File: src/rtl/irq_fiq_controller.sv
// rtl/irq_fiq_controller.sv - FIQ/IRQ interrupt controller: sync, pending latch, priority, request/ack/EOI handshake
module irq_fiq_controller #(
   parameter int  N_SRC       = 8,
   parameter int  SYNC_STAGES = 2,
   localparam int ID_W        = $clog2(N_SRC)
) (
   input  logic             clk,
   input  logic             Rst_n,
   input  logic [N_SRC-1:0] src,
   input  logic [N_SRC-1:0] src_en,
   input  logic [N_SRC-1:0] src_edge,
   input  logic [N_SRC-1:0] src_fiq,
   input  logic             CPSR_6,
   input  logic             CPSR_7,
   input  logic             INTA_irq,
   input  logic             INTA_fiq,
   input  logic             EOI_irq,
   input  logic             EOI_fiq,
   output logic             INT_irq,
   output logic             INT_fiq,
   output logic [ID_W-1:0]  irq_id,
   output logic [ID_W-1:0]  fiq_id,
   output logic [N_SRC-1:0] pending
);

   typedef enum logic [1:0] {IDLE, REQ, SVC} state_t;

   logic [SYNC_STAGES-1:0][N_SRC-1:0] sync_q;
   logic [N_SRC-1:0] s, s_d, pend_n, elig_f, elig_i;
   logic [ID_W-1:0]  win_f, win_i, fiq_id_n, irq_id_n;
   state_t           st_f, st_i, st_f_n, st_i_n;
   logic             acc_f, acc_i;

   assign s      = sync_q[SYNC_STAGES-1];
   assign elig_f = pending & src_fiq;
   assign elig_i = pending & ~src_fiq;

   // An IRQ ack only counts while the core can actually see INT_irq.
   assign acc_f = INTA_fiq && (st_f == REQ);
   assign acc_i = INTA_irq && INT_irq && (st_i == REQ);

   always_comb begin
      pend_n = pending;
      for (int i = 0; i < N_SRC; i++) begin
         if (!src_edge[i])
            pend_n[i] = s[i] & src_en[i];
         else if (s[i] && !s_d[i] && src_en[i])
            pend_n[i] = 1'b1;
         else if (!src_en[i] || (acc_f && fiq_id == ID_W'(i)) || (acc_i && irq_id == ID_W'(i)))
            pend_n[i] = 1'b0;
      end
   end

   always_comb begin
      win_f = '0;
      win_i = '0;
      for (int i = N_SRC-1; i >= 0; i--) begin
         if (elig_f[i]) win_f = ID_W'(i);
         if (elig_i[i]) win_i = ID_W'(i);
      end
   end

   function automatic state_t fsm_next(input state_t st, input logic any, input logic mask,
                                       input logic acc, input logic eoi);
      case (st)
         IDLE:    fsm_next = (any && !mask) ? REQ : IDLE;
         REQ:     fsm_next = acc ? SVC : ((mask || !any) ? IDLE : REQ);
         SVC:     fsm_next = eoi ? IDLE : SVC;
         default: fsm_next = IDLE;
      endcase
   endfunction

   // The id tracks the current winner only while requesting; otherwise it is frozen.
   always_comb begin
      st_f_n   = fsm_next(st_f, |elig_f, CPSR_6, acc_f, EOI_fiq);
      st_i_n   = fsm_next(st_i, |elig_i, CPSR_7, acc_i, EOI_irq);
      fiq_id_n = (st_f_n == REQ) ? win_f : fiq_id;
      irq_id_n = (st_i_n == REQ) ? win_i : irq_id;
   end

   always_ff @(posedge clk or negedge Rst_n) begin
      if (!Rst_n) begin
         sync_q  <= '0;
         s_d     <= '0;
         pending <= '0;
         st_f    <= IDLE;
         st_i    <= IDLE;
         INT_fiq <= 1'b0;
         INT_irq <= 1'b0;
         fiq_id  <= '0;
         irq_id  <= '0;
      end else begin
         sync_q  <= {sync_q[SYNC_STAGES-2:0], src};
         s_d     <= s;
         pending <= pend_n;
         st_f    <= st_f_n;
         st_i    <= st_i_n;
         INT_fiq <= (st_f_n == REQ);
         INT_irq <= (st_i_n == REQ) && (st_f_n != REQ);
         fiq_id  <= fiq_id_n;
         irq_id  <= irq_id_n;
      end
   end

endmodule

File: config.mk
export PLATFORM = sky130hd
export DESIGN_NAME = irq_fiq_controller
export DESIGN_NICKNAME = d
export VERILOG_FILES = /design/src/rtl/irq_fiq_controller.sv
export SDC_FILE = /design/constraint.sdc
export NUM_CORES = 1
export LEC_CHECK = 0
export CORE_UTILIZATION = 46
export DETAILED_ROUTE_END_ITERATION = 8
export HOLD_SLACK_MARGIN = 0.06
export PLACE_DENSITY = 0.79
export SETUP_SLACK_MARGIN = 0.05
export SLEW_MARGIN = 30
export SYNTH_ARGS = -nofsm -noshare
export SYNTH_HDL_FRONTEND = slang
export SYNTH_SLANG_ARGS = --single-unit
File: constraint.sdc
create_clock -name clk -period 1.7 [get_ports clk]
set_input_delay 0.51 -clock clk [delete_from_list [all_inputs] [get_ports clk]]
set_output_delay 0.51 -clock clk [all_outputs]
set_load 0.01 [all_outputs]
==> results of run 1 <==
path summary, 6_finish.rpt:
check,endpoint,slack (ns)
min in group clk,s[2],0.35
min,s_d[0],0.27
max,INT_irq,0.09
max in group asynchronous,irq_id[0],1.04
max reg2reg,pending[2],0.22
min reg2reg,s[2],0.35
power by group:
part | total (mW) | internal [mW] | switching (mW)
registers | 1.21 | 1.15 | 0.0596
clock network | 0.927 | 0.578 | 0.349
logic | 0.717 | 0.369 | 0.347
repair_timing:
item,CTS,global route
pin swaps,0,7
hold buffers,0,0
resized for setup,17,10
buffers inserted,6,1
endpoints found under the setup margin,16,8
endpoints found under the hold margin,0,0
metrics by stage:
step	utilization, %	hold WS (ns)	setup slack (ns)	power, mW
after floorplan	-	0.214	0.348	1.50
after global placement	70.5	0.332	-0.196	1.90
after detailed placement	70.5	0.335	-0.233	1.92
after CTS	74.7	0.286	0.0797	2.83
after global routing	75.9	0.314	0.000715	2.97
final	75.9	0.270	0.0910	2.85
cells in the mapped netlist, drive strengths merged (2+ instances only):
cell,number
nand3,2
nand2,12
o211ai,7
nor3b,2
a21oi,9
o311ai,2
inv,6
nor2b,3
a31oi,6
o21ai,5
dfrtp,44
a21boi,8
a31o,2
o21a,10
nand4,2
nand2b,9
nor2,5
a22oi,4
cell type report:
class                      count  area share, %
clock inverter                 2           2.13
clock buffer                   5           2.44
sequential                    44           39.1
tap                           48           2.13
multi-input combinational    101           25.7
inverter                       6          0.799
timing repair buffer          88           27.7
registers in the layout (all words and copies together) (netlist names):
register,count
pending,8
INT_fiq,1
s_d,8
sync_q,8
INT_irq,1
st_i,2
irq_id,3
s,8
st_f,2
fiq_id,3
kinds of logic (layout without fill, tap and decap cells):
logic type / count (synthesis) / after routing
buf+inv: 6 / 101
compound gates: 61 / 61
flops: 44 / 44
simple gates: 40 / 40
critical path, cell delays in order:
cell	delay, ns
clkdlybuf4s50_1	0.52
nand2b_2	0.18
o2111ai_4	0.11
o31a_1	0.33
nor2b_1	0.14
routing by layer:
| layer | up-vias | GRT usage [%] | part of all wire (%) |
|---|---|---|---|
| met4 | 0 | 11.9 | 2.8 |
| met2 | 93 | 40.8 | 49 |
| li1 | 747 | - | - |
| met5 | - | 0 | 0 |
| met3 | 14 | 6.16 | 6.7 |
| met1 | 811 | 31.3 | 42 |
placed cells by master (no fill, tap or decap), types with 7 or more instances in the layout:
cell	netlist	layout
a21boi_0	8	8
a21oi_1	9	9
buf_4	0	33
clkdlybuf4s50_1	0	35
dfrtp_1	44	43
dlygate4sd2_1	0	16
nand2_1	12	12
o211ai_1	7	7
o21a_1	10	10
==> results.md, run 1 <==
- Register Area: 1100 µm²
- # fillers: 247
- DR pass1 iterations: 4
- Max Cap Violations: 0
- Register bit total from synthesis: 44
- Largest family of logic cells by synthesized area: compound AO/OA/AOI/OAI gates
- Cells after synthesis: 151
- DRT Wirelength: 4.78 mm
- Pleak: 1.31 nW
- R2R Path Start: fiq_id[2]
- R2R depth: 6
- Die Wd: 64.9 µm
- EDFF count, synth: 0
- Fin crit period: 1.61 ns
- Slew Viols, Final: 0
- Clock Tree Buf Depth: 2
- Status: finished, final reports clean
- Worst-Skew Late Latency: 0.30 ns
- Sink Count: 44
- Final RePlAce weighted congestion: 0.890
- Area taken by multi-input logic gates: 724 µm²
- Synth top area share: 60.5%
- Sequential share of the synthesized area: 60.5%
- DR iter-0 viols: 131
- CP Launch Point: src_fiq[7]
- Fin. Hold Viols: 0
- Power per cell area: 1010 nW/µm²
- Port Buffer Count: 55
- CTS H-tree depth: 2
- Layout Cells excl Fill: 294
- Largest net degree at the start of global routing: 45
- CP required: 1.89 ns
- Detailed-route via count: 1,665
- DRC Markers: 0
- Relative slew slack: 64.6%
- Unrepaired setup endpoints after global routing: no
- Synth Flop Type: dfrtp_1
- Clock Skew: 0.00663 ns
- DIE HEIGHT: 64.9 µm
- Detailed placement HPWL: 3.43 mm
- Adder-cell share of the synthesized area: 0%
- Warnings, synthesis: 0
- Synth Area in XOR/XNOR: 0%
- FMAX: 0.622 GHz
- Asr flop ratio synth: 100%
- Area Overhead vs Synth: 54.8%
- Root Driver: clkbuf_8
- CTS tree: done
- Avg WL per Cell: 16.3 µm
- Rows: 22
- Global-route wire length before repair: 7.78 mm
- Cell taking the most area after synthesis: dfrtp_1
- Min-delay worst type: input port to async pin
- Cell Area, Synth: 1820 µm²
- Io pins: 56
- Vias in the first global route: 1,720
- Critical Path AT: 1.79 ns
- Worst IR Drop VDD: 784 µV
- Final global-route overflow total: 0
- Fin area: 2820 µm²
- Tightest Pin Transition: 0.532 ns
- Diodes inserted: 0
- Total GRT Usage: 25.1%
- Final nets: 286
- Dominant cells by area after synthesis: dfrtp_1 (60%), o21a_1 (4.1%), a21boi_0 (3.3%)
- Post-synth cell types: 37
- Vias per cell: 5.66
- Share of cells above drive strength 1: 23.2%
- DP Cell Count: 280
- Starting Density: 49.0%
- Final setup viols: 0
- Initial antenna violation count: 0
- Critical path class: input port to flop
- Core box area: 3720 µm²
- Post-synthesis mux area share: 0%
- Post-Synth Simple-Gate Area: 13.0%
- Setup_tns: 0 ns
- Final ANT Viol Nets: 0
- Die area: 4210 µm²
- Placed cell areas: 2620 µm²
- Critical Path End Type: flop
- Compound-Gate Fraction of Synth Area: 25.3%
- Worst-path clk slew: 0.08 ns
- Critical Path Start Type: input port
- Crit share post-route: 94.6%
- CTS Buf Count: 5
- Syn Area/Cell: 12.1 µm²
- Synthesized net count: 191
- Max FO, Critical Path: 3
(Power assumes the default switching activity.)
==> run 2: changes to the inputs <==
CTS_CLUSTER_DIAMETER = 120   (was unset)
SLEW_MARGIN = 20   (was 30)
==> results of run 2 <==
The final DEF is identical to that of run 1; final timing and power are the same.
==> run 3: changes to the inputs <==
clock period = 1.55 ns   (was 1.7 ns; I/O delays follow)
==> results.md, run 3 (synthesized netlist as in run 1, its figures left out) <==
- DRC Markers: 0 (unchanged)
- Vias per cell: 5.57 (-1.7%)
- Critical Path AT: 1.03 ns (-0.76 ns)
- CP required: 1.08 ns (-0.81 ns)
- DIE HEIGHT: 64.9 µm (unchanged)
- Critical R2R Capture: pending[7]
- Routed wl met3: 255 µm (-20%)
- CP Buf/Inv Count: 1 (unchanged)
- Share of cells above drive strength 1: 27.5% (+4.3 points)
- Worst-path clk slew: 0.09 ns (about the same)
- Worst IR Drop VDD: 766 µV (-2.3%)
- Fin crit period: 1.49 ns
- Sink Count: 44 (unchanged)
- Final RePlAce weighted congestion: 0.876 (-1.6%)
- CTS Buf Count: 5 (unchanged)
- Crit share post-route: 96.2%
- Final global-route overflow total: 0 (unchanged)
- Avg WL per Cell: 17.0 µm (+4.3%)
- Relative slew slack: 79.5% (+15 points)
- Pwr Total: 3.04 mW (+6.4%)
- Final setup viols: 0 (unchanged)
- Total GRT Usage: 25.8% (+0.72 points)
- Tightest Pin Transition: 0.304 ns (-0.227 ns)
- Pleak: 1.36 nW (+4.1%)
- Worst-Skew Late Latency: 0.30 ns (about the same)
- Status: finished, final reports clean
- Critical Path Start Type: flop
- Max FO, Critical Path: 4 (+1)
- Flop2flop setup slack: 0.06 ns (-0.16 ns)
- R2R Path Start: st_f[1]
- Largest delay share family, worst path: flip-flops
- Fin. Hold Viols: 0 (unchanged)
- Io pins: 56 (unchanged)
- Commonest non-fill, non-tap cell in the layout: dfrtp_1
- DR iter-0 viols: 162 (+24%)
- Power per cell area: 1050 nW/µm² (+3.3%)
- CTS tree: done
- DR top layer: met4
- DRT Wirelength: 5.08 mm (+6.1%)
- Worst-path cell with the longest stage delay: dfrtp_1
- Max Cap Violations: 0 (unchanged)
- Clock Tree Buf Depth: 2 (unchanged)
- Largest net degree at the start of global routing: 45 (unchanged)
- Met1 WL: 2.08 mm (+4.1%)
- Worst hold slack: 0.128 ns (-0.142 ns)
- FMAX: 0.670 GHz
- Unrepaired setup endpoints after global routing: yes
- Detailed placement HPWL: 3.51 mm (+2.4%)
- Slew Viols, Final: 0 (unchanged)
- Die Wd: 64.9 µm (unchanged)
- Critical path class: flop to output pin
- Die area: 4210 µm² (unchanged)
- Vias in the first global route: 1,737 (+0.99%)
- Detailed-route via count: 1,664 (-0.060%)
- Initial antenna violation count: 0 (unchanged)
- Port Buffer Count: 55 (unchanged)
- Critical Path End Type: output pin
- Clock Skew: 0.00826 ns (+0.00163 ns)
- Met2 routed WL: 2.62 mm (+12%)
- Diodes inserted: 0 (unchanged)
- DR pass1 iterations: 4 (unchanged)
- Post-CTS Hold Fix Bufs: 0 (unchanged)
- R2R depth: 4 (-2)
- Final ANT Viol Nets: 0 (unchanged)
- CTS H-tree depth: 2 (unchanged)
- Critical path cell sequence: dlygate4sd2_1
- Global-route wire length before repair: 8.00 mm (+2.8%)
- Root Driver: clkbuf_8
- Core box area: 3720 µm² (unchanged)
- Min-delay worst type: input port to async pin
- Rows: 22 (unchanged)
- Final nets: 290 (+1.4%)
- Crit-path max cell delay: 0.43 ns (-0.09 ns)
- Area Overhead vs Synth: 59.4%
- Starting Density: 49.0% (unchanged)
- Leading cell types in the layout, fill and taps excluded: dfrtp_1 (44), buf_4 (33), clkdlybuf4s50_1 (30)
## run 3: changes by cell type in the layout (fill, tap and decap cells not counted), sizes merged
cell / previous run / this run
clkdlybuf4s50: 35 / 30
buf: 34 / 38
dlygate4sd2: 16 / 19
bufinv: 2 / 1
clkdlybuf4s15: 0 / 1
clkinvlp: 0 / 1
dlymetal6s2s: 3 / 4
inv: 6 / 7
## run 3: layer usage
metal  GRT usage, %  vias to the layer above
li1               -                      761
met2           45.1                       71
met4           11.7                        0
met5              0                        -
met3           4.40                       12
met1           30.9                      820
## run 3: stage by stage
step | worst slack [ns] | cells | util [%] | instance area, µm² | setup TNS, ns
finish | 0.0585 | 299 | 78.1 | 2900 | 0
global route | 0.00539 | 299 | 78.1 | 2900 | 0
CTS | 0.0308 | 298 | 76.3 | 2840 | 0
global placement | -0.297 | 286 | 72.1 | 2680 | -3.95
floorplan | 0.243 | 151 | - | 1820 | 0
detailed placement | -0.341 | 286 | 72.1 | 2680 | -4.42
## run 3: repair_timing
action | 4_1_cts | 5_1_grt
buffers inserted | 4 | 2
gates cloned | 0 | 0
endpoints found under the hold margin | 0 | 0
setup endpoints to repair | 24 | 9
pin swaps | 6 | 9
gates resized for setup | 27 | 16
## run 3: layout make-up
class | count | area, µm²
multi-input combinational | 101 | 771
tap | 48 | 60.1
clock inverter | 3 | 46.3
inverter | 6 | 22.5
clock buffer | 5 | 68.8
timing repair buffer | 92 | 833
sequential | 44 | 1100
fill | 234 | 813
## run 3: worst max-delay path by stage
stage / startpoint / slack [ns] / end / cells after the start
after floorplan: src_fiq[3] / 0.24 / INT_irq / 4
after global placement: src_fiq[2] / -0.30 / INT_irq / 5
after detailed placement: src_fiq[2] / -0.34 / INT_irq / 5
after CTS: pending[2] / 0.03 / fiq_id[0] / 6
after global routing: st_f[1] / 0.005 / pending[7] / 4
final: fiq_id[2] / 0.06 / fiq_id[2] / 1
## run 3: where the power goes
group / internal (mW) / switching, mW
Sequential: 1.26 / 0.0750
Clock: 0.485 / 0.404
Combinational: 0.418 / 0.393
